$ cat config.mk
export PLATFORM = sky130hd
export DESIGN_NAME = mem_access_ctrl
export DESIGN_NICKNAME = d
export VERILOG_FILES = /design/src/rtl/mem_pkg.sv /design/src/rtl/mem_lane_align.sv /design/src/rtl/mem_access_ctrl.sv
export SDC_FILE = /design/constraint.sdc
export NUM_CORES = 1
export LEC_CHECK = 0
export CORE_MARGIN = 2
export CORE_UTILIZATION = 45
export CTS_CLUSTER_DIAMETER = 120
export CTS_CLUSTER_SIZE = 25
export DETAILED_ROUTE_END_ITERATION = 12
export HOLD_SLACK_MARGIN = 0.02
export PLACE_DENSITY = 0.83
export SLEW_MARGIN = 5
export SYNTH_ARGS = -nofsm -noshare
export SYNTH_HDL_FRONTEND = slang
export SYNTH_SLANG_ARGS = --single-unit
$ cat constraint.sdc
create_clock -name clk -period 3.3 [get_ports clk]
set_input_delay 0.66 -clock clk [delete_from_list [all_inputs] [get_ports clk]]
set_output_delay 0.66 -clock clk [all_outputs]
set_load 0.005 [all_outputs]
$ cat src/rtl/mem_pkg.sv
// rtl/mem_pkg.sv - shared types and constants for the MEM-stage access controller
package mem_pkg;

  typedef enum logic [1:0] {OP_NOP, OP_LOAD, OP_STORE, OP_RSVD} op_e;
  typedef enum logic [1:0] {SZ_B, SZ_H, SZ_W, SZ_D} size_e;
  typedef enum logic [1:0] {ST_IDLE, ST_REQ, ST_RESP} state_e;

  // Wide enough for TIMEOUT up to 255
  localparam int TO_CW = 8;

endpackage

$ cat src/rtl/mem_lane_align.sv
// rtl/mem_lane_align.sv - byte enables, store lane replication, load extract and extend
module mem_lane_align
  import mem_pkg::*;
#(
  parameter  int DW = 32,
  localparam int NB = DW / 8,
  localparam int LB = $clog2(NB)
) (
  input  size_e          size,
  input  logic [LB-1:0]  off,
  input  logic           uns,
  input  logic [DW-1:0]  wdata_in,
  input  logic [DW-1:0]  rdata_in,
  output logic [NB-1:0]  be,
  output logic [DW-1:0]  wdata,
  output logic [DW-1:0]  rdata_ext
);

  logic [DW-1:0] sh;
  logic [DW-1:0] mask;
  logic          sign;

  always_comb begin
    be        = '0;
    wdata     = '0;
    mask      = '1;
    sign      = 1'b0;
    rdata_ext = '0;
    // Lowest selected lane moves to bit 0 before extension
    sh = rdata_in >> {off, 3'b000};
    case (size)
      SZ_B: begin
        be    = NB'(1) << off;
        wdata = {NB{wdata_in[7:0]}};
        mask  = DW'(8'hFF);
        sign  = ~uns & sh[7];
      end
      SZ_H: begin
        be    = NB'(3) << {off[LB-1:1], 1'b0};
        wdata = {(NB/2){wdata_in[15:0]}};
        mask  = DW'(16'hFFFF);
        sign  = ~uns & sh[15];
      end
      SZ_W: begin
        be    = (DW == 64) ? (NB'(8'h0F) << {off[LB-1], 2'b00}) : '1;
        wdata = {(DW/32){wdata_in[31:0]}};
        mask  = DW'(32'hFFFF_FFFF);
        sign  = ~uns & sh[31];
      end
      default: begin
        be    = '1;
        wdata = wdata_in;
        mask  = '1;
        sign  = 1'b0;
      end
    endcase
    rdata_ext = (sh & mask) | ({DW{sign}} & ~mask);
  end

endmodule

$ cat src/rtl/mem_access_ctrl.sv
// rtl/mem_access_ctrl.sv - MEM-stage data cache access controller; MEM_MISALIGN_TRAP_EN traps misaligned accesses
module mem_access_ctrl
  import mem_pkg::*;
#(
  parameter  int AW      = 32,
  parameter  int DW      = 32,
  parameter  int TIMEOUT = 15,
  localparam int NB      = DW / 8,
  localparam int LB      = $clog2(NB)
) (
  input  logic          clk,
  input  logic          reset,
  input  logic          valid_i,
  input  logic [1:0]    op_i,
  input  logic [1:0]    size_i,
  input  logic          unsigned_i,
  input  logic [AW-1:0] address_i,
  input  logic [DW-1:0] data_i,
  output logic          stall_o,
  output logic          valid_o,
  output logic [DW-1:0] data_o,
  output logic          err_o,
  output logic          req_o,
  output logic          we_o,
  output logic [AW-1:0] addr_o,
  output logic [NB-1:0] be_o,
  output logic [DW-1:0] wdata_o,
  input  logic          ack_i,
  input  logic [DW-1:0] rdata_i
);

`ifdef MEM_MISALIGN_TRAP_EN
  localparam bit TRAP_EN = 1'b1;
`else
  localparam bit TRAP_EN = 1'b0;
`endif

  state_e             st, st_nx;
  logic [TO_CW-1:0]   cnt;
  logic [AW-1:0]      a_q;
  size_e              sz_q;
  logic               uns_q, we_q, err_q;
  logic [DW-1:0]      wd_q, rd_q;

  op_e                op_in;
  size_e              sz_in;
  logic [LB-1:0]      lo_m;
  logic               accept, trap, timeout;
  logic [NB-1:0]      be;
  logic [DW-1:0]      wd_rep, ext;

  always_comb begin
    op_in = op_e'(op_i);
    sz_in = size_e'(size_i);
    if (DW == 32 && sz_in == SZ_D) sz_in = SZ_W;
    case (sz_in)
      SZ_B:    lo_m = '0;
      SZ_H:    lo_m = LB'(1);
      SZ_W:    lo_m = LB'(3);
      default: lo_m = LB'(7);
    endcase
  end

  assign accept  = valid_i && (op_in == OP_LOAD || op_in == OP_STORE);
  assign trap    = TRAP_EN && (|(address_i[LB-1:0] & lo_m));
  assign timeout = (cnt == TO_CW'(TIMEOUT - 1));

  always_comb begin
    st_nx   = st;
    stall_o = 1'b0;
    valid_o = 1'b0;
    data_o  = '0;
    err_o   = 1'b0;
    case (st)
      ST_IDLE: begin
        if (accept) begin
          stall_o = 1'b1;
          st_nx   = trap ? ST_RESP : ST_REQ;
        end else begin
          valid_o = valid_i;
          data_o  = data_i;
        end
      end
      ST_REQ: begin
        stall_o = 1'b1;
        if (ack_i || timeout) st_nx = ST_RESP;
      end
      ST_RESP: begin
        valid_o = 1'b1;
        err_o   = err_q;
        data_o  = (err_q || we_q) ? '0 : ext;
        st_nx   = ST_IDLE;
      end
      default: st_nx = ST_IDLE;
    endcase
  end

  always_ff @(posedge clk) begin
    if (reset) begin
      st    <= ST_IDLE;
      cnt   <= '0;
      a_q   <= '0;
      sz_q  <= SZ_B;
      uns_q <= 1'b0;
      we_q  <= 1'b0;
      err_q <= 1'b0;
      wd_q  <= '0;
      rd_q  <= '0;
    end else begin
      st <= st_nx;
      case (st)
        ST_IDLE: begin
          cnt <= '0;
          if (accept) begin
            // Misaligned low bits are dropped; under trap the access never issues
            a_q   <= address_i & ~AW'(lo_m);
            sz_q  <= sz_in;
            uns_q <= unsigned_i;
            we_q  <= (op_in == OP_STORE);
            wd_q  <= data_i;
            rd_q  <= '0;
            err_q <= trap;
          end
        end
        ST_REQ: begin
          cnt <= cnt + 1'b1;
          if (ack_i) begin
            rd_q  <= rdata_i;
            err_q <= 1'b0;
          end else if (timeout) begin
            err_q <= 1'b1;
          end
        end
        default: cnt <= '0;
      endcase
    end
  end

  mem_lane_align #(.DW(DW)) u_align (
    .size      (sz_q),
    .off       (a_q[LB-1:0]),
    .uns       (uns_q),
    .wdata_in  (wd_q),
    .rdata_in  (rd_q),
    .be        (be),
    .wdata     (wd_rep),
    .rdata_ext (ext)
  );

  assign req_o   = (st == ST_REQ);
  assign we_o    = req_o & we_q;
  assign addr_o  = req_o ? {a_q[AW-1:LB], {LB{1'b0}}} : '0;
  assign be_o    = req_o ? be : '0;
  assign wdata_o = req_o ? wd_rep : '0;

endmodule

======== Word-level counts from Yosys, hierarchy flattened ========
Cells that the tools add are included.
word-level totals
  output and inout bits ................... 105
  logic and storage cells ................. 78
  register bits ........................... 111
cells by class
  bitwise gates (word level) .............. 12
  reductions and logical operators ........ 13
  eq/ne operators ......................... 13
  shifts and indexed selects .............. 3
  add/sub/neg operators ................... 1
  muxes and demuxes ....................... 27
operators with widths
  cell                                                                   number
  32-bit one-hot mux with 2 select lines                                 4
  32-bit two-way mux                                                     6
  32-bit bitwise AND                                                     3
  2-bit inverter with 32-bit output                                      1
  32-bit inverter                                                        1
  32-bit bitwise OR                                                      1
  32-bit by 5-bit >> shifter with 32-bit output                          1
  8-bit by 1-bit adder with 8-bit output, second input constant          1
  2-bit by 1-bit equality test with 1-bit output, second input constant  4
  2-bit equality test, second input constant                             4
  8-bit by 4-bit equality test with 1-bit output, second input constant  1
  2-bit one-hot mux with 2 select lines                                  2
  4-bit one-hot mux with 2 select lines                                  1
  2-bit zero test                                                        3
  1-bit two-way mux                                                      6
  2-bit two-way mux                                                      3
  1-bit one-hot mux with 2 select lines                                  3
  3-bit AND reduction                                                    2
  1-bit bitwise AND                                                      4
  4-bit two-way mux                                                      1
  2-bit by 1-bit != test with 1-bit output, second input constant        2
  2-bit AND reduction                                                    2
  1-bit by 2-bit left shift with 4-bit output, first input constant      1
  2-bit by 2-bit left shift with 4-bit output, first input constant      1
  other kinds (8)                                                        11

======== Depth between registers and ports, before layout ========
Gate-level depths: netlist (run 1).
  depth after elaboration ................. 7
  depth in mapped cells ................... 9
  depth with buffers taken out ............ 6

======== Cells and area by module ========
From an unflattened synthesis (run 1), not the netlist that was laid out.
unflattened totals
  cell total of the unflattened synthesis .. 753
  area total of the unflattened synthesis .. 5957.0 µm²
modules (own cells, without submodules)
  module           times used  seq. area each (µm²)  area an instance (µm²)  cells an instance
  mem_access_ctrl  1           2222.1                4730.8                  555
  mem_lane_align   1           0.0                   1226.2                  198

======== Least setup slack after synthesis (run 1) ========
Ideal clock, no wire load.
  path type ............................... input to output
  from .................................... in op_i[0]
  to ...................................... out data_o[14]
  path slack .............................. 469 ps
  required time ........................... 2640 ps
  data arrival time ....................... 2171 ps
  stages .................................. 8
  cell sequence ........................... inv_1 ha_1 nand2b_1 clkbuf_1 buf_1 nand3_1 a31o_2 a31oi_1
between the ends
  longest elaborated chain between the ends .. 5
  elaborated cells on any way between the ends .. 6
  classes of those cells .................. eq/ne (2); mux (2); reduce/logical (2)
RTL lines
  element                                                                                       line                   text
  start, declared                                                                               mem_access_ctrl.sv:14  input logic [1:0] op_i,
  2-bit by 1-bit equality test with 1-bit output / 2-bit equality test (equally long branches)  mem_access_ctrl.sv:64  assign accept = valid_i && (op_in == OP_LOAD || op_in == OP_STORE);
  1-bit logical OR *                                                                            mem_access_ctrl.sv:64
  1-bit logical AND *                                                                           mem_access_ctrl.sv:64
  32-bit two-way mux *                                                                          mem_access_ctrl.sv:76  if (accept) begin
  32-bit one-hot mux with 2 select lines *                                                      mem_access_ctrl.sv:74  case (st)
  end, declared                                                                                 mem_access_ctrl.sv:21  output logic [DW-1:0] data_o,
Mark *: on every way between the ends. The rest lies on a longest branch, timed or not.

======== Worst setup path after layout (run 1) ========
  from .................................... in op_i[0]
  to ...................................... out data_o[7]
The elaborated chain is that of the path after synthesis.

==> results of run 1 <==
power groups by stage:
stage | Clock [mW] | Sequential (mW) | Combinational, mW
after global placement | 0 | 1.47 | 0.735
after global routing | 1.13 | 1.45 | 0.804
after CTS | 1.06 | 1.45 | 0.741
after detailed placement | 0 | 1.48 | 0.743
after floorplan | 0 | 1.45 | 0.360
final | 1.05 | 1.45 | 0.746
worst max-delay path, cell delays in order:
cell	delay, ns
clkdlybuf4s50_1	0.45
inv_1	0.07
ha_4	0.27
nand2b_4	0.13
and2_4	0.15
buf_4	0.16
a32o_1	0.18
clkdlybuf4s50_1	0.51
state kept, by name, summed over array words and instances, names as in the netlist:
name,flops
a_q,32
cnt,8
err_q,1
rd_q,32
st,2
sz_q,2
uns_q,1
wd_q,32
we_q,1
cell usage in the layout, fill, tap and decap left out, types with 2 or more instances in the layout:
cell type / synthesis / final
buf_4: 5 / 30
clkbuf_16: 0 / 9
dfxtp_1: 111 / 108
o21ai_0: 3 / 3
a221o_1: 16 / 16
nand4_1: 2 / 2
mux2_2: 8 / 8
dlygate4sd2_1: 0 / 17
or2_2: 10 / 9
dfxtp_2: 0 / 3
clkbuf_8: 0 / 2
nor2b_1: 2 / 2
buf_6: 2 / 2
nand3_1: 42 / 42
a31o_2: 8 / 8
a32o_1: 8 / 8
clkinv_4: 0 / 2
buf_12: 0 / 6
clkdlybuf4s50_1: 0 / 181
dlymetal6s2s_1: 0 / 8
nand3b_1: 2 / 2
xor2_1: 5 / 5
ha_1: 8 / 6
inv_2: 0 / 3
conb_1: 1 / 2
inv_1: 7 / 5
o2111a_2: 1 / 2
and2_1: 42 / 40
a31oi_1: 24 / 24
a21oi_1: 133 / 132
ha_4: 0 / 2
nand2_1: 233 / 233
mux2i_1: 16 / 16
and3_1: 2 / 2
nor2_1: 15 / 15
routing by layer:
metal  track usage, %  wire, um
met1             33.8      8000
met4             13.3       809
met5                0         0
met3             6.59      1670
met2             49.2      9970
repair_timing:
| item | in CTS | in global routing |
|---|---|---|
| endpoints found under the hold margin | 0 | 0 |
| pin swaps | 1 | 3 |
| setup endpoints to repair | 33 | 8 |
| buffers inserted | 1 | 3 |
| resized for setup | 29 | 15 |
| gates cloned | 1 | 0 |
final cells by class:
cell class | count | share of cell area, %
tap | 172 | 2.52
clock buffer | 12 | 3.01
multi-input combinational | 602 | 39.2
clock inverter | 4 | 0.352
sequential | 111 | 26.1
inverter | 9 | 0.396
timing repair buffer | 244 | 28.5
metrics by stage:
step	setup slack, ns	total power [mW]	cell area (um2)	utilization (%)
floorplan	0.469	1.81	5810	-
global placement	-0.234	2.21	8130	64.4
detailed placement	-0.245	2.22	8130	64.4
CTS	0.0142	3.25	8460	67.0
global route	0.0141	3.39	8530	67.6
finish	0.0609	3.25	8530	67.6
cell families (layout without fill, tap and decap cells):
| kind of cell | after synthesis | count (layout) | share of synthesized area [%] |
|---|---|---|---|
| DFF | 111 | 111 | 38.3 |
| buffers and inverters | 78 | 269 | 5.82 |
| and+or+nand+nor | 362 | 362 | 28.1 |
| adders and majority gates | 8 | 8 | 1.72 |
| AOI/OAI and AO/OA | 199 | 200 | 20.8 |
| xor gates and xnor gates | 6 | 6 | 0.906 |
| muxes | 24 | 24 | 4.31 |
| other | 1 | 2 | 0.0646 |
worst paths after layout:
check | cells past startpoint | start | end
worst max-delay path | 8 | op_i[0] | data_o[7]
worst min-delay path | 2 | a_q[25]$_SDFFE_PP0P_ | a_q[25]$_SDFFE_PP0P_
worst max register to register | 5 | st[1]$_SDFFE_PP0P_ | rd_q[31]$_SDFFE_PP0P_
worst min register to register | 2 | a_q[25]$_SDFFE_PP0P_ | a_q[25]$_SDFFE_PP0P_
==> metrics.md, run 1 <==
| Metric | Value |
|---|---|
| # rows | `41` |
| Psw | `914 uW` |
| Required @ worst endpoint | `2.64 ns` |
| Largest net degree at the start of global routing | `65` |
| Layout cells sized above 1 | `10.2%` |
| DR iter-0 viols | `554` |
| Synth Register Bits | `111` |
| Via density | `5.55` |
| Avg WL per Cell | `17.7 um` |
| Top Ports | `210` |
| GRT Overall Usage | `28.6%` |
| Sw Ratio | `28.2%` |
| Worst vdd ir | `296 uV` |
| FF+latch area | `2230 um2` |
| Clock share of power | `32.4%` |
| Syn-to-layout area delta | `47.0%` |
| Port Buffers | `207` |
| Count leader, synth | `nand2_1` |
| Clock sink count | `111` |
| Die width | `118 um` |
| Final-report max-slew violation count | `0` |
| Area taken by multi-input logic gates | `3340 um2` |
| YS warnings | `0` |
| Placed insts | `1,133` |
| Yosys cell types | `44` |
| CTS clock-pin slew for the worst setup and hold paths | `0.07 ns` |
| Via Count | `6,400` |
| Core area | `12,600 um2` |
| Final hold slack | `0.450 ns` |
| First-pass GRT wire length | `31,500 um` |
| Worst-Margin Slew | `0.672 ns` |
| R2R Setup Slk | `1.27 ns` |
| Die Footprint | `13,800 um2` |
| Critical path arrival | `2.58 ns` |
| Crit path max fanout | `8` |
| Post-synth EDFFs | `0` |
| DIE HEIGHT | `118 um` |
| GRT overflow | `0` |
| Initial antenna violation count | `0` |
| Worst-Skew Late Latency | `0.35 ns` |
| Min cycle time layout | `3.24 ns` |
| Setup_tns | `0 ns` |
| Endpoint kind of the worst setup timing path | `output port` |
| Status | `complete, no violations` |
| Antenna Nets Post-Route | `0` |
| Hold-fix buffers, CTS | `0` |
| Main flop type after synthesis | `dfxtp_1` |
| Post-Syn Area per Cell | `7.35 um2` |
| Final WL | `20,500 um` |
| Max-cap viol count | `0` |
| Fmax | `309 MHz` |
| Initial Util | `46.0%` |
| GPL Wtd Cong | `0.947` |
| Power per Cell Area | `381 nW/um2` |
| Top post-synthesis cells by area | `dfxtp_1 38%, nand2_1 15%, a21oi_1 11%, and2_1 4.5%, nand3_1 3.6%` |
| Critical setup path kind | `input pin to output port` |
| Drt first pass iters | `5` |
| Clk root buf | `clkbuf_16` |
| Filler instances | `1,093` |
| CTS tree | `yes` |
| HPWL after DPL | `15,000 um` |
| Cell Area, Synth | `5800 um2` |
| P_int | `2.33 mW` |
| Lkg Pwr | `3.14 nW` |
| Critical Path Start Type | `input pin` |
| Num CTS Buffers | `9` |
| # diodes | `0` |
| Final worst path period share | `98.2%` |
| Fin. Hold Viols | `0` |
| Clock tree buffer depth | `2` |
| Combinational fraction of design power | `23.0%` |
| DRC Markers | `0` |
| Rel. slew slack | `55.1%` |
| Post-synthesis cell count | `789` |
| Synth top area share | `38.3%` |
| Post-synthesis sequential area ratio | `38.3%` |
| Synth top cells by count | `233 x nand2_1, 133 x a21oi_1, 111 x dfxtp_1, 47 x clkbuf_1` |
| Vias in the first global route | `5,956` |
| Sequential share of power | `44.6%` |
| Type of the worst min-delay path | `flip-flop to flip-flop` |
| Setup Skew | `0.00509 ns` |
| RSZ-0062 raised after global routing | `false` |
| Final net count | `1,090` |
| Top cell type by total area after synthesis | `dfxtp_1` |
| H-tree lvl count | `3` |
| Final Setup Violations | `0` |
| Post-synth ARST share | `0%` |
| Finished Layout Cells | `1,154` |
Note: power is estimated with default switching activity, not from simulation.
==> run 2, diff against run 1 <==
- SETUP_SLACK_MARGIN: unset -> 0.5
==> run 2 against run 1 <==
Global-route usage increased by 0.79 points. Sequential share of layout area decreased by 0.84 points. Via count increased by 4.3%. Maximum frequency increased by 9.2%. Highest routed layer unchanged.
==> metrics.md, run 2 (synthesis results as in run 1) <==
| Metric | Value |
|---|---|
| Via density | `5.69 (+2.7%)` |
| H-tree lvl count | `3 (unchanged)` |
| Type of the worst min-delay path | `flip-flop to flip-flop` |
| Biggest regs | `a_q (32), rd_q (32), wd_q (32)` |
| # rows | `41 (unchanged)` |
| Final setup margin | `0.334 ns (+0.273 ns)` |
| Clk root buf | `clkbuf_16` |
| Worst-Skew Late Latency | `0.35 ns (about the same)` |
| DRC Markers | `0 (unchanged)` |
| WHS Path Cells | `2 (unchanged)` |
| Final hold slack | `0.450 ns (+0.000535 ns)` |
| Hold-fix buffers, CTS | `0 (unchanged)` |
| DR WL met2 | `10,300 um (+2.8%)` |
| RSZ-0062 raised after global routing | `true` |
| CP Launch Point | `a_q[1]$_SDFFE_PP0P_` |
| Clock tree buffer depth | `2 (unchanged)` |
| Worst r2r src | `st[0]$_SDFFE_PP0P_` |
| Vias in the first global route | `6,256 (+5.0%)` |
| Core area | `12,600 um2 (unchanged)` |
| Max-cap viol count | `0 (unchanged)` |
| # diodes | `0 (unchanged)` |
| R2R Setup Slk | `1.55 ns (+0.28 ns)` |
| DIE HEIGHT | `118 um (unchanged)` |
| Worst Setup EP | `data_o[28]` |
| Worst vdd ir | `323 uV (+9.0%)` |
| Die width | `118 um (unchanged)` |
| Final worst path period share | `89.9% (-8.3 points)` |
| Final Setup Violations | `0 (unchanged)` |
| Most common cell after layout, fill and taps aside | `nand2_1` |
| WL met3 | `1710 um (+2.5%)` |
| Syn-to-layout area delta | `52.3%` |
| Initial antenna violation count | `0 (unchanged)` |
| Final core utilization | `70.0% (+2.4 points)` |
| Critical Path Start Type | `flip-flop` |
| Critical setup path kind | `flip-flop to output port` |
| Via Count | `6,673 (+4.3%)` |
| Status | `complete, no violations` |
| Worst-Margin Slew | `0.756 ns (+0.0840 ns)` |
| GRT overflow | `0 (unchanged)` |
| Required @ worst endpoint | `2.64 ns (about the same)` |
| Commonest non-fill, non-tap cells in the layout | `232 x nand2_1, 148 x clkdlybuf4s50_1, 132 x a21oi_1` |
| Avg WL per Cell | `18.3 um (+3.0%)` |
| Area of placed instances | `8110 um2 (-0.22%)` |
| HPWL after DPL | `14,800 um (-0.94%)` |
| Clock sink count | `111 (unchanged)` |
| Layout cells sized above 1 | `15.9% (+5.7 points)` |
| Final net count | `1,108 (+1.7%)` |
| Rel. slew slack | `49.6% (-5.5 points)` |
| Setup Skew | `0.00958 ns (+0.00449 ns)` |
| Wl on met1 | `8400 um (+5.0%)` |
| Final-report max-slew violation count | `0 (unchanged)` |
| RR Endpoint | `rd_q[19]$_SDFFE_PP0P_` |
| CTS tree | `yes` |
| Die Footprint | `13,800 um2 (unchanged)` |
| Top Metal Used | `met4` |
| Min cycle time layout | `2.97 ns (-0.273 ns)` |
| Largest net degree at the start of global routing | `64 (-1.5%)` |
| Power per Cell Area | `402 nW/um2 (+5.7%)` |
| Fmax | `337 MHz (+9.2%)` |
| Setup WS pre-CTS | `-0.256 ns (-0.0116 ns)` |
| Num CTS Buffers | `9 (unchanged)` |
| Critical path arrival | `2.31 ns (-0.27 ns)` |
| Top Ports | `210 (unchanged)` |
| GRT Overall Usage | `29.4% (+0.79 points)` |
| Antenna Nets Post-Route | `0 (unchanged)` |
| Final instance area | `8840 um2 (+3.6%)` |
| Crit path max fanout | `16 (+8)` |
| First-pass GRT wire length | `32,800 um (+4.0%)` |
| Port Buffers | `207 (unchanged)` |
| Drt first pass iters | `5 (unchanged)` |
| Initial Util | `46.0% (unchanged)` |
| Endpoint kind of the worst setup timing path | `output port` |
| CTS clock-pin slew for the worst setup and hold paths | `0.08 ns (about the same)` |
| Final WL | `21,400 um (+4.6%)` |
| DR iter-0 viols | `681 (+23%)` |
| GPL Wtd Cong | `0.951 (+0.39%)` |
| Min-delay src | `a_q[13]$_SDFFE_PP0P_` |
| Fin. Hold Viols | `0 (unchanged)` |
| R2R cell count | `5 (unchanged)` |
| Lkg Pwr | `3.41 nW (+8.5%)` |
## run 2: changes by cell type in the layout (fill, tap and decap cells not counted), sizes merged
| cell | before | now |
|---|---|---|
| buf | 38 | 77 |
| clkdlybuf4s50 | 181 | 148 |
| clkdlybuf4s15 | 0 | 10 |
| bufinv | 0 | 3 |
| bufbuf | 0 | 2 |
| clkinv | 4 | 3 |
| clkinvlp | 1 | 2 |
| dlygate4sd2 | 17 | 16 |
| dlymetal6s2s | 8 | 7 |
| o2111a | 2 | 1 |
## run 2: critical path, cell delays in order (launching register included)
cell	delay (ns)
dfxtp_2	0.48
mux2i_2	0.50
a311oi_2	0.21
o2111a_2	0.21
buf_12	0.15
a221o_1	0.26
buf_2	0.13
## run 2: area by class of cell
class                   count  area (um2)
fillers                  1055        3780
multi-input cells         601        3400
repair buffers            263        2600
flip-flops and latches    111        2230
clock buffers               9         225
well taps                 172         215
clock inverters             7         129
inverters                   9        42.5
## run 2: power by group
group	switching, mW	internal (mW)	leakage [nW]
clock	0.526	0.755	0.170
sequential	0.0493	1.40	0.905
combinational	0.399	0.430	2.33
total	0.974	2.58	3.41
## run 2: through the flow
stage	setup TNS [ns]	power, mW	instances
2_1_floorplan	0	1.82	790
3_3_place_gp	-4.35	2.20	1134
3_5_place_dp	-4.76	2.21	1134
4_1_cts	0	3.53	1167
5_1_grt	0	3.69	1172
6_report	0	3.56	1172
## run 2: worst min path at each step
stage,end,slack [ns]
2_1_floorplan,rd_q[0]$_SDFFE_PP0P_,0.43
3_3_place_gp,a_q[28]$_SDFFE_PP0P_,0.44
3_5_place_dp,a_q[22]$_SDFFE_PP0P_,0.44
4_1_cts,a_q[28]$_SDFFE_PP0P_,0.45
5_1_grt,a_q[28]$_SDFFE_PP0P_,0.46
6_report,a_q[13]$_SDFFE_PP0P_,0.45
## run 2: per-layer routing
layer  vias up  track usage, %
met5         -               0
met4         0            14.7
met3        68            6.01
met2       382            49.1
met1      3111            35.9
li1       3112               -
## run 2: what timing repair did
action                     in CTS  in global routing
gates cloned                    5                  0
buffers inserted               12                  5
hold endpoints to repair        0                  0
gates resized for setup       160                 39
setup endpoints to repair      77                 59
pin swaps                       8                  9
==> RTL edit: new RTL, settings of run 1 <==
The 3 states of `state_e` get a one-hot encoding in 3 bits.
--- a/src/rtl/mem_pkg.sv
+++ b/src/rtl/mem_pkg.sv
@@ -3,7 +3,7 @@
 
   typedef enum logic [1:0] {OP_NOP, OP_LOAD, OP_STORE, OP_RSVD} op_e;
   typedef enum logic [1:0] {SZ_B, SZ_H, SZ_W, SZ_D} size_e;
-  typedef enum logic [1:0] {ST_IDLE, ST_REQ, ST_RESP} state_e;
+  typedef enum logic [2:0] {ST_IDLE = 3'b001, ST_REQ = 3'b010, ST_RESP = 3'b100} state_e;
 
   // Wide enough for TIMEOUT up to 255
   localparam int TO_CW = 8;
Behaviour: no difference found for any inputs over 4 cycles, from zero or initial values and one cycle with reset high; so few cycles prove little.
==> RTL edit against run 1 <==
  * Design area is 2.1% lower
  * Clock power decreased by 5%
  * Wire length decreased by 3.9%
  * Largest power group unchanged
  * Die area shrank 0.42%
  * Synthesized cell count decreased by 4.7%
  * Setup slack got worse by 21 ps
  * Critical endpoint is now data_o[18]
  * Core utilization is 1.1 points lower
  * Hold slack worse by 0.88 ps
  * Sequential cell count up 1
  * Area after synthesis down 0.43%
  * Maximum frequency decreased by 0.63%
  * Total power fell by 6.8%
==> RTL edit: results (changes against run 1) <==
Global route
  • Total track usage: 27.39% (was 28.58%)
  • First-pass GRT wire length: 30.71 mm (was 31.51 mm)
  • Initial antenna violation count: 1 (was 0)
  • Pin count of the biggest net entering global routing: 70 (was 65)
  • Vias in the first global route: 5719 (was 5956)

Drt
  • Via-to-Cell Ratio: 5.530 (was 5.546)
  • Routed length per instance: 17.73 microns (was 17.72 microns)
  • Number of DRC markers in iteration 0: 596 (was 554)
  • Via Count: 6133 (was 6400)

Worst setup path
  • Slowest CP cell: clkdlybuf4s50_1 (unchanged)
  • Flop-to-flop setup slack: 1370 ps (was 1270 ps)
  • Crit-path max cell delay: 450 ps (was 510 ps)

Layout
  • Layout cell share with drive strength beyond 1: 8.538% (was 10.18%)
  • Layout net count: 1046 (was 1090)

Yosys
  • Synth Area in Compound Gates: 22.02% (was 20.83%)
  • Mux cell area share after synthesis: 4.981% (was 4.312%)
  • Count of cell types in the netlist: 56 (was 44)
  • Area share of fa/ha/maj cells after synthesis: 1.732% (was 1.725%)
  • Synth Instances: 752 (was 789)
  • Post-Synth XOR/XNOR Area: 0.9095% (was 0.9056%)
  • Synth area leaders: dfxtp_1, nand2_1, a21oi_1 (unchanged)
  • Register area share after synthesis: 38.80% (was 38.29%)

Clocking
  • PostCTS Resize Cnt: 8 (was 29)
  • Postcts setup bufs: 2 (was 1)

Pwr
  • Leakage: 3.046 nW (was 3.141 nW)
  • Sw frac: 26.84% (was 28.15%)

STA
  • Tmin final: 3260 ps (was 3239 ps)
  • Hold slack: 448.9 ps (was 449.8 ps)
  • Worst clock skew: 8.212 ps (was 5.093 ps)
  • Worst-margin pin slew: 720.3 ps (was 672.3 ps)

Placed design
  • Inst Count DP: 1092 (was 1133)
  • Dpl hpwl: 14.16 mm (was 14.99 mm)
  • Placer Congestion: 0.9335 (was 0.9468)

Run status
  • Status: finished clean (unchanged)
RTL edit: path summary, 6_finish.rpt:
| kind | start | endpoint | cells after the start |
|---|---|---|---|
| setup reg to reg | st[0]$_SDFFE_PP1P_ | err_q$_SDFFE_PP0P_ | 6 |
| hold reg to reg | a_q[19]$_SDFFE_PP0P_ | a_q[19]$_SDFFE_PP0P_ | 2 |
| hold / removal | a_q[19]$_SDFFE_PP0P_ | a_q[19]$_SDFFE_PP0P_ | 2 |
| setup / recovery | op_i[0] | data_o[18] | 8 |
RTL edit: final cells by class:
type	count	share of cell area, %
Timing Repair Buffer	234	28.01
Inverter	10	0.4492
Tap cell	172	2.575
Clock buffer	10	2.740
Clock inverter	5	0.4043
Sequential cell	112	26.86
Multi-Input combinational cell	566	38.96
RTL edit: stage by stage:
stage	total power, mW	instance area (sq um)	util, %	setup TNS (ps)
2_1_floorplan	1.737	5782	-	0
3_3_place_gp	2.042	8009	63.72	-1035
3_5_place_dp	2.051	8009	63.72	-1557
4_1_cts	3.028	8309	66.11	0
5_1_grt	3.140	8357	66.49	0
6_report	3.028	8357	66.49	0
RTL edit: worst max-delay path, delay by kind of cell:
family	cells	cell delay, ps
buffers and inverters	4	1130
AOI/OAI and AO/OA	1	360
adders and majority gates	1	250
and+or+nand+nor	2	170
RTL edit: per-layer routing:
| layer | GRT usage, % | vias up | part of all wire, % |
|---|---|---|---|
| met5 | 0 | - | 0 |
| met4 | 10.39 | 0 | 2.7 |
| met3 | 4.086 | 39 | 7.4 |
| met2 | 44.41 | 289 | 48 |
| met1 | 36.91 | 2872 | 42 |
| li1 | - | 2933 | - |
